`src/rtl/dm_mmio_responder_if.sv`:
```
// Data-memory port between the single-cycle core and its data-side responder.
// The core drives address, store data and store enable; the responder returns
// combinational load data in the same cycle.
interface dm_mmio_responder_if;
  logic [31:0] addr;
  logic [31:0] wdata;
  logic        we;
  logic [31:0] rdata;

  modport master (
    output addr,
    output wdata,
    output we,
    input  rdata
  );

  modport slave (
    input  addr,
    input  wdata,
    input  we,
    output rdata
  );
endinterface

```
`src/rtl/dm_mmio_responder.sv`:
```
// Data-side responder for the single-cycle core.
// Decodes the core's data port into a word-addressed RAM (0x000-0x0FF) and a
// peripheral window at 0x100: GPIO out, synchronised GPIO in, and a 32-bit
// compare timer with sticky match/error status and an interrupt.
// Loads are combinational; every state change happens on the rising edge.
module dm_mmio_responder #(
  parameter int RAM_DEPTH = 64,
  parameter int GPIO_W    = 16
) (
  input  logic              clk,
  input  logic              rst,
  dm_mmio_responder_if.slave bus,
  input  logic [GPIO_W-1:0] gpio_in,
  output logic [GPIO_W-1:0] gpio_out,
  output logic              timer_irq
);

  // Word-index width; guarded so a degenerate depth still yields a legal vector.
  localparam int AW = (RAM_DEPTH > 1) ? $clog2(RAM_DEPTH) : 1;
  localparam logic [7:0] RAM_DEPTH_B = 8'(RAM_DEPTH);

  // Register offsets within the peripheral window, in words (addr[7:2]).
  localparam logic [5:0] OFS_GPIO_OUT = 6'd0;
  localparam logic [5:0] OFS_GPIO_IN  = 6'd1;
  localparam logic [5:0] OFS_CTRL     = 6'd2;
  localparam logic [5:0] OFS_CNT      = 6'd3;
  localparam logic [5:0] OFS_CMP      = 6'd4;
  localparam logic [5:0] OFS_STAT     = 6'd5;

  // CTRL bit positions.
  localparam int CTRL_EN     = 0;
  localparam int CTRL_RELOAD = 1;
  localparam int CTRL_IRQ_EN = 2;

  // Storage
  logic [31:0]       ram_reg [RAM_DEPTH];
  logic [GPIO_W-1:0] gpio_out_reg;
  logic [GPIO_W-1:0] gpio_sync1_reg;
  logic [GPIO_W-1:0] gpio_sync2_reg;
  logic [2:0]        ctrl_reg;
  logic [31:0]       cnt_reg;
  logic [31:0]       cmp_reg;
  logic              stat_match_reg;
  logic              stat_err_reg;

  // Next-state values for the timer and status
  logic [31:0] cnt_next;
  logic        match_next;
  logic        err_next;
  logic        match_now;

  // Decode results
  logic          hi_zero;
  logic          ram_hit;
  logic          reg_hit;
  logic [5:0]    sel;
  logic [AW-1:0] ram_idx;
  logic          wr_ram;
  logic          wr_gpio;
  logic          wr_ctrl;
  logic          wr_cnt;
  logic          wr_cmp;
  logic          wr_stat;
  logic          wr_unmapped;

  // Byte-lane bits are deliberately ignored: every access is a full word.
  logic unused_lane_bits;
  assign unused_lane_bits = &{1'b0, bus.addr[1:0]};

  // Address decode: RAM below 0x100 (up to RAM_DEPTH words), registers at 0x100-0x114.
  always_comb begin
    hi_zero     = (bus.addr[31:9] == 23'd0);
    sel         = bus.addr[7:2];
    ram_idx     = bus.addr[AW+1:2];
    ram_hit     = hi_zero && !bus.addr[8] && ({2'b00, bus.addr[7:2]} < RAM_DEPTH_B);
    reg_hit     = hi_zero && bus.addr[8] && (bus.addr[7:2] <= OFS_STAT);
    wr_ram      = bus.we && ram_hit;
    wr_gpio     = bus.we && reg_hit && (sel == OFS_GPIO_OUT);
    wr_ctrl     = bus.we && reg_hit && (sel == OFS_CTRL);
    wr_cnt      = bus.we && reg_hit && (sel == OFS_CNT);
    wr_cmp      = bus.we && reg_hit && (sel == OFS_CMP);
    wr_stat     = bus.we && reg_hit && (sel == OFS_STAT);
    wr_unmapped = bus.we && !ram_hit && !reg_hit;
  end

  // Combinational load mux; unmapped and write-only-ignored lanes read zero.
  always_comb begin
    bus.rdata = 32'd0;
    if (ram_hit) begin
      bus.rdata = ram_reg[ram_idx];
    end else if (reg_hit) begin
      case (sel)
        OFS_GPIO_OUT: bus.rdata = 32'(gpio_out_reg);
        OFS_GPIO_IN:  bus.rdata = 32'(gpio_sync2_reg);
        OFS_CTRL:     bus.rdata = {29'd0, ctrl_reg};
        OFS_CNT:      bus.rdata = cnt_reg;
        OFS_CMP:      bus.rdata = cmp_reg;
        OFS_STAT:     bus.rdata = {30'd0, stat_err_reg, stat_match_reg};
        default:      bus.rdata = 32'd0;
      endcase
    end
  end

  // Timer and status next state. Priorities: a software CNT write beats
  // increment/reload, a fresh match beats a W1C clear, and the compare always
  // uses the pre-edge CMP so a CMP write only matters from the next cycle.
  always_comb begin
    match_now = ctrl_reg[CTRL_EN] && (cnt_reg == cmp_reg);

    cnt_next = cnt_reg;
    if (wr_cnt) begin
      cnt_next = bus.wdata;
    end else if (ctrl_reg[CTRL_EN]) begin
      if (match_now && ctrl_reg[CTRL_RELOAD]) begin
        cnt_next = 32'd0;
      end else begin
        cnt_next = cnt_reg + 32'd1;
      end
    end

    match_next = stat_match_reg;
    if (match_now) begin
      match_next = 1'b1;
    end else if (wr_stat && bus.wdata[0]) begin
      match_next = 1'b0;
    end

    err_next = stat_err_reg;
    if (wr_unmapped) begin
      err_next = 1'b1;
    end else if (wr_stat && bus.wdata[1]) begin
      err_next = 1'b0;
    end
  end

  // RAM array: cleared on reset so loads after reset are deterministic.
  always_ff @(posedge clk or negedge rst) begin
    if (!rst) begin
      for (int i = 0; i < RAM_DEPTH; i++) begin
        ram_reg[i] <= 32'd0;
      end
    end else if (wr_ram) begin
      ram_reg[ram_idx] <= bus.wdata;
    end
  end

  // GPIO output register and two-flop synchroniser for the external inputs.
  always_ff @(posedge clk or negedge rst) begin
    if (!rst) begin
      gpio_out_reg   <= '0;
      gpio_sync1_reg <= '0;
      gpio_sync2_reg <= '0;
    end else begin
      gpio_sync1_reg <= gpio_in;
      gpio_sync2_reg <= gpio_sync1_reg;
      if (wr_gpio) begin
        gpio_out_reg <= bus.wdata[GPIO_W-1:0];
      end
    end
  end

  // Timer control, count, compare and sticky status registers.
  always_ff @(posedge clk or negedge rst) begin
    if (!rst) begin
      ctrl_reg       <= 3'd0;
      cnt_reg        <= 32'd0;
      cmp_reg        <= 32'd0;
      stat_match_reg <= 1'b0;
      stat_err_reg   <= 1'b0;
    end else begin
      if (wr_ctrl) begin
        ctrl_reg <= bus.wdata[2:0];
      end
      if (wr_cmp) begin
        cmp_reg <= bus.wdata;
      end
      cnt_reg        <= cnt_next;
      stat_match_reg <= match_next;
      stat_err_reg   <= err_next;
    end
  end

  // Outputs come straight from registers so they cannot glitch with addr.
  assign gpio_out  = gpio_out_reg;
  assign timer_irq = stat_match_reg && ctrl_reg[CTRL_IRQ_EN];

endmodule

```
`src/flat_wrapper.sv`:
```
// flat-port wrapper written by rule: the top's interface ports become plain ports
module dm_mmio_responder_flat 
#(
  parameter int RAM_DEPTH = 64,
  parameter int GPIO_W    = 16
)
  (clk, rst, gpio_in, gpio_out, timer_irq, bus_addr, bus_wdata, bus_we, bus_rdata);
  dm_mmio_responder_if bus_i ();
  input  logic clk;
  input  logic rst;
  input  logic [GPIO_W-1:0] gpio_in;
  output logic [GPIO_W-1:0] gpio_out;
  output logic timer_irq;
  input wire logic [$bits(bus_i.addr)-1:0] bus_addr;
  input wire logic [$bits(bus_i.wdata)-1:0] bus_wdata;
  input wire logic [$bits(bus_i.we)-1:0] bus_we;
  output wire logic [$bits(bus_i.rdata)-1:0] bus_rdata;
  assign bus_i.addr = bus_addr;
  assign bus_i.wdata = bus_wdata;
  assign bus_i.we = bus_we;
  assign bus_rdata = bus_i.rdata;
  dm_mmio_responder #(.RAM_DEPTH(RAM_DEPTH), .GPIO_W(GPIO_W)) u_core (.clk(clk), .rst(rst), .bus(bus_i), .gpio_in(gpio_in), .gpio_out(gpio_out), .timer_irq(timer_irq));
endmodule
```
`config.mk`:
```
export PLATFORM = sky130hd
export DESIGN_NAME = dm_mmio_responder_flat
export DESIGN_NICKNAME = d
export VERILOG_FILES = /design/src/rtl/dm_mmio_responder_if.sv /design/src/rtl/dm_mmio_responder.sv /design/src/flat_wrapper.sv
export SDC_FILE = /design/constraint.sdc
export NUM_CORES = 2
export LEC_CHECK = 0
export CAP_MARGIN = 25
export CORE_UTILIZATION = 50
export DETAILED_ROUTE_END_ITERATION = 8
export HOLD_SLACK_MARGIN = 0.12
export PLACE_DENSITY = 0.78
export SYNTH_ARGS = -nofsm -noshare
export SYNTH_HDL_FRONTEND = slang
export SYNTH_SLANG_ARGS = --single-unit
```
`constraint.sdc`:
```
create_clock -name clk -period 6.15 [get_ports clk]
set_clock_uncertainty 0.2 [all_clocks]
set_input_delay 1.845 -clock clk [delete_from_list [all_inputs] [get_ports clk]]
set_output_delay 1.845 -clock clk [all_outputs]
set_load 0.03 [all_outputs]
```
==> results_dict.tcl <==
set metrics [dict create \
    wl_per_cell_um 29.2 \
    grt_use_total_pct 28.3 \
    largest_reg_flops 2048 \
    drive_above_1_share_pct 57.2 \
    ir_drop_mv 0.238 \
    design.die.area_um2 200000 \
    syn2layout_area_growth_pct 18.8 \
    synth_flop_cell "dfrtp_1" \
    slowest_delay_ns 0.54 \
    status "finished with violations" \
    initial_core_util_pct 50.6 \
    arrival_ns 4.44 \
    period_minus_slack_ns 6.49 \
    pre_cts_ws_ns -0.747 \
    synthesis.nets 6492 \
    syn-cell-area_um2 99000 \
    grt_pass1_wl_um 420000 \
    crit_type "input port to output pin" \
    regArea_um2 54200 \
    viasPerCell 6.30 \
    die_w_um 447 \
    postLayoutCellArea_um2 118000 \
    hold_viol_final 0 \
    yosysWarnings 0 \
    clock_latency_ns 0.87 \
    p_leak_nw 56.9 \
    slew_violations 0 \
    cts_tree "built" \
    critPathMaxFanout 8 \
    vias 60500 \
    cp_common_cell "buf_12" \
    fin_total_pwr_mw 29.4 \
    cts_made_buffers 215 \
    ctsHoldBuffers 0 \
    hp-class "flop to flop" \
    first_global_vias 64300 \
    maxCapViolCount 0 \
    drt-total-wl_um 281000 \
    fp.dieH_um 447 \
    synth_cell_type_count 60 \
    worst_slack_ns -0.336 \
    rsz0062_at_grt "true" \
    cts_max_level 4 \
    yosys.area.top_type "dfrtp_1" \
    fillerInstances 14000 \
    whs_path_depth 0 \
    multi_input_area_um2 43500 \
    place_area_um2 107000 \
    r2r_end "u_core.cnt_reg[14]" \
    critPathBufInv 6 \
    syn_area_per_cell_um2 15.5 \
    r2r-start "u_core.cnt_reg[14]" \
    syn-instance-count 6408 \
    setup_viol 32 \
    synth_area_leaders "dfrtp_1 (55%), mux2_2 (23%), mux4_2 (12%)" \
    cts_sinks 2165 \
    core_um2 196000 \
    detail-route-antenna-nets 0 \
    dp_hpwl_um 169000 \
    root_buffer "clkbuf_16" \
    drc 0 \
    fin_crit_sh_pct 105 \
    grt_max_degree 203 \
    gp_congestion 0.929 \
    nNetsFinal 6880 \
    crit_chain "buf_16 -> buf_12 -> buf_12 -> buf_12 -> buf_12 -> mux4_2 -> mux4_2 -> mux2_4 -> nand3_4 -> o2111ai_4 -> buf_6" \
    antenna_found_initial 8 \
    worst_hold_slack_ns 0.149 \
    drt_iter0_markers 5317 \
    worst_pin_slew_ns 1.08 \
    crit_path_top_delay_cell "mux4_2" \
    synth_top_area_share_pct 54.7 \
    min_from "u_core.gpio_sync1_reg[11]" \
    start_kind "input port" \
    clkTransAtPathRegs_ns 0.06 \
    r2r_slack_ns 2.66 \
    ys_ff_latch 2165 \
    cp-end-kind "output pin" \
    power_density_nw_per_um2 250 \
    max_freq_mhz 154 \
    final.setup.tns_ns -7.35 \
    min_to "u_core.gpio_sync2_reg[11]" \
    grt-ovfl-total 0 \
    dr.pass1.iters 6 \
    failed_checks "negative setup slack" \
    cp_top_family "multiplexers" \
    ios 132 \
    yosysSeqAreaShare_pct 54.7 \
    rows 162 \
    slew_headroom_pct 26.0 \
    crit_required_ns 4.11 \
    portBuffers 129 \
    cts_buffer_depth 3 \
    synth_edf_count 0 \
    synthArstFlopShare_pct 100 \
    rr_worst_depth 7 \
]
==> cell type report <==
class,instances,share of cell area (%)
Antenna cell,5,0.0106
Clock inverter,80,0.842
Tap cell,2624,2.79
Multi-Input combinational cell,3559,36.9
Clock buffer,321,5.40
Sequential cell,2165,46.0
Timing Repair Buffer,813,7.80
Inverter,42,0.184
==> worst max-delay path by stage <==
stage / startpoint / cells past startpoint / end
after floorplan: bus_addr[2] / 8 / bus_rdata[15]
after global placement: bus_addr[25] / 13 / bus_rdata[29]
after detailed placement: bus_addr[10] / 13 / bus_rdata[29]
after CTS: bus_addr[2] / 12 / bus_rdata[22]
after global routing: bus_addr[2] / 12 / bus_rdata[0]
final: bus_addr[2] / 11 / bus_rdata[21]
==> worst register-to-register path, stage by stage (launching register included) <==
cell and delay (ns):
dfrtp_1 0.47, xor2_1 0.21, a221o_1 0.27, a2111oi_0 0.94
nand3_1 0.26, nor3_2 0.57, buf_4 0.32, o31ai_1 0.12
==> cell families after synthesis <==
group,count (synthesis),share of synthesized area (%)
AOI/OAI and AO/OA,327,2.36
xor gates and xnor gates,45,0.398
adders and majority gates,1,0.0126
buffers and inverters,684,2.88
DFF,2165,54.7
muxes,2731,37.2
and+or+nand+nor,455,2.45
==> routing by layer <==
layer / GRT usage [%] / wire [um] / part of all wire (%) / vias up
met5: 0 / 0 / 0 / -
met4: 14.5 / 15500 / 5.5 / 0
met3: 4.93 / 18800 / 6.7 / 664
met2: 45.9 / 137000 / 49 / 2257
met1: 36.8 / 110000 / 39 / 32900
li1: - / - / - / 24700
==> what timing repair did <==
item	in CTS	in global routing
setup endpoints to repair	32	32
setup buffers	82	38
pin swaps	77	53
resized for setup	371	94
cloned	21	8
==> Yosys cell counts, types with 4 or more instances <==
cell type	count
o31ai_1	24
o22ai_1	65
buf_1	93
mux2_1	63
nand3_1	29
and4_1	7
or3_1	5
nor2_1	30
o211ai_1	6
nor3_2	8
nor2b_1	57
clkbuf_1	342
a21oi_1	21
a22oi_1	35
or4_1	29
mux4_2	547
a311oi_1	25
a22o_1	8
o21ai_0	16
nor3_1	13
dfrtp_1	2165
nand4_1	19
xor2_1	14
mux2i_1	80
nor4_1	15
o2111ai_1	5
a211oi_1	107
buf_2	197
mux2_2	2041
nor4_4	5
buf_4	10
xnor2_1	31
nand2_1	192
and2_1	4
inv_1	41
nand2b_1	13
and3_1	17
==> power breakdown <==
part	internal, mW	switching, mW
sequential	14.3	0.00456
combinational	0.549	1.02
clock	7.86	5.70
total	22.7	6.72
==> placed cells by master (no fill, tap or decap), types with 18 or more instances in the layout <==
cell	count
buf_12	158
clkdlybuf4s50_1	35
nand2_1	120
a211oi_2	43
dfrtp_1	2165
clkbuf_8	51
nor2_1	28
buf_16	29
o22ai_1	32
buf_4	475
a211oi_1	58
buf_2	33
nor2b_1	49
buf_6	34
a22oi_1	28
nand2_2	70
clkbuf_1	52
mux2_1	63
mux2i_1	56
or4_4	27
o31ai_1	24
clkbuf_16	226
o22ai_2	18
xnor2_1	31
mux2_2	2038
nand4_1	19
nand3_1	27
mux4_2	547
clkinv_2	41
==> stage by stage <==
step,util [%],instances
2_1_floorplan,-,6408
3_3_place_gp,54.6,9098
3_5_place_dp,54.6,9100
4_1_cts,59.7,9574
5_1_grt,60.1,9606
6_report,60.1,9609
Note: power is estimated with default switching activity, not from simulation.
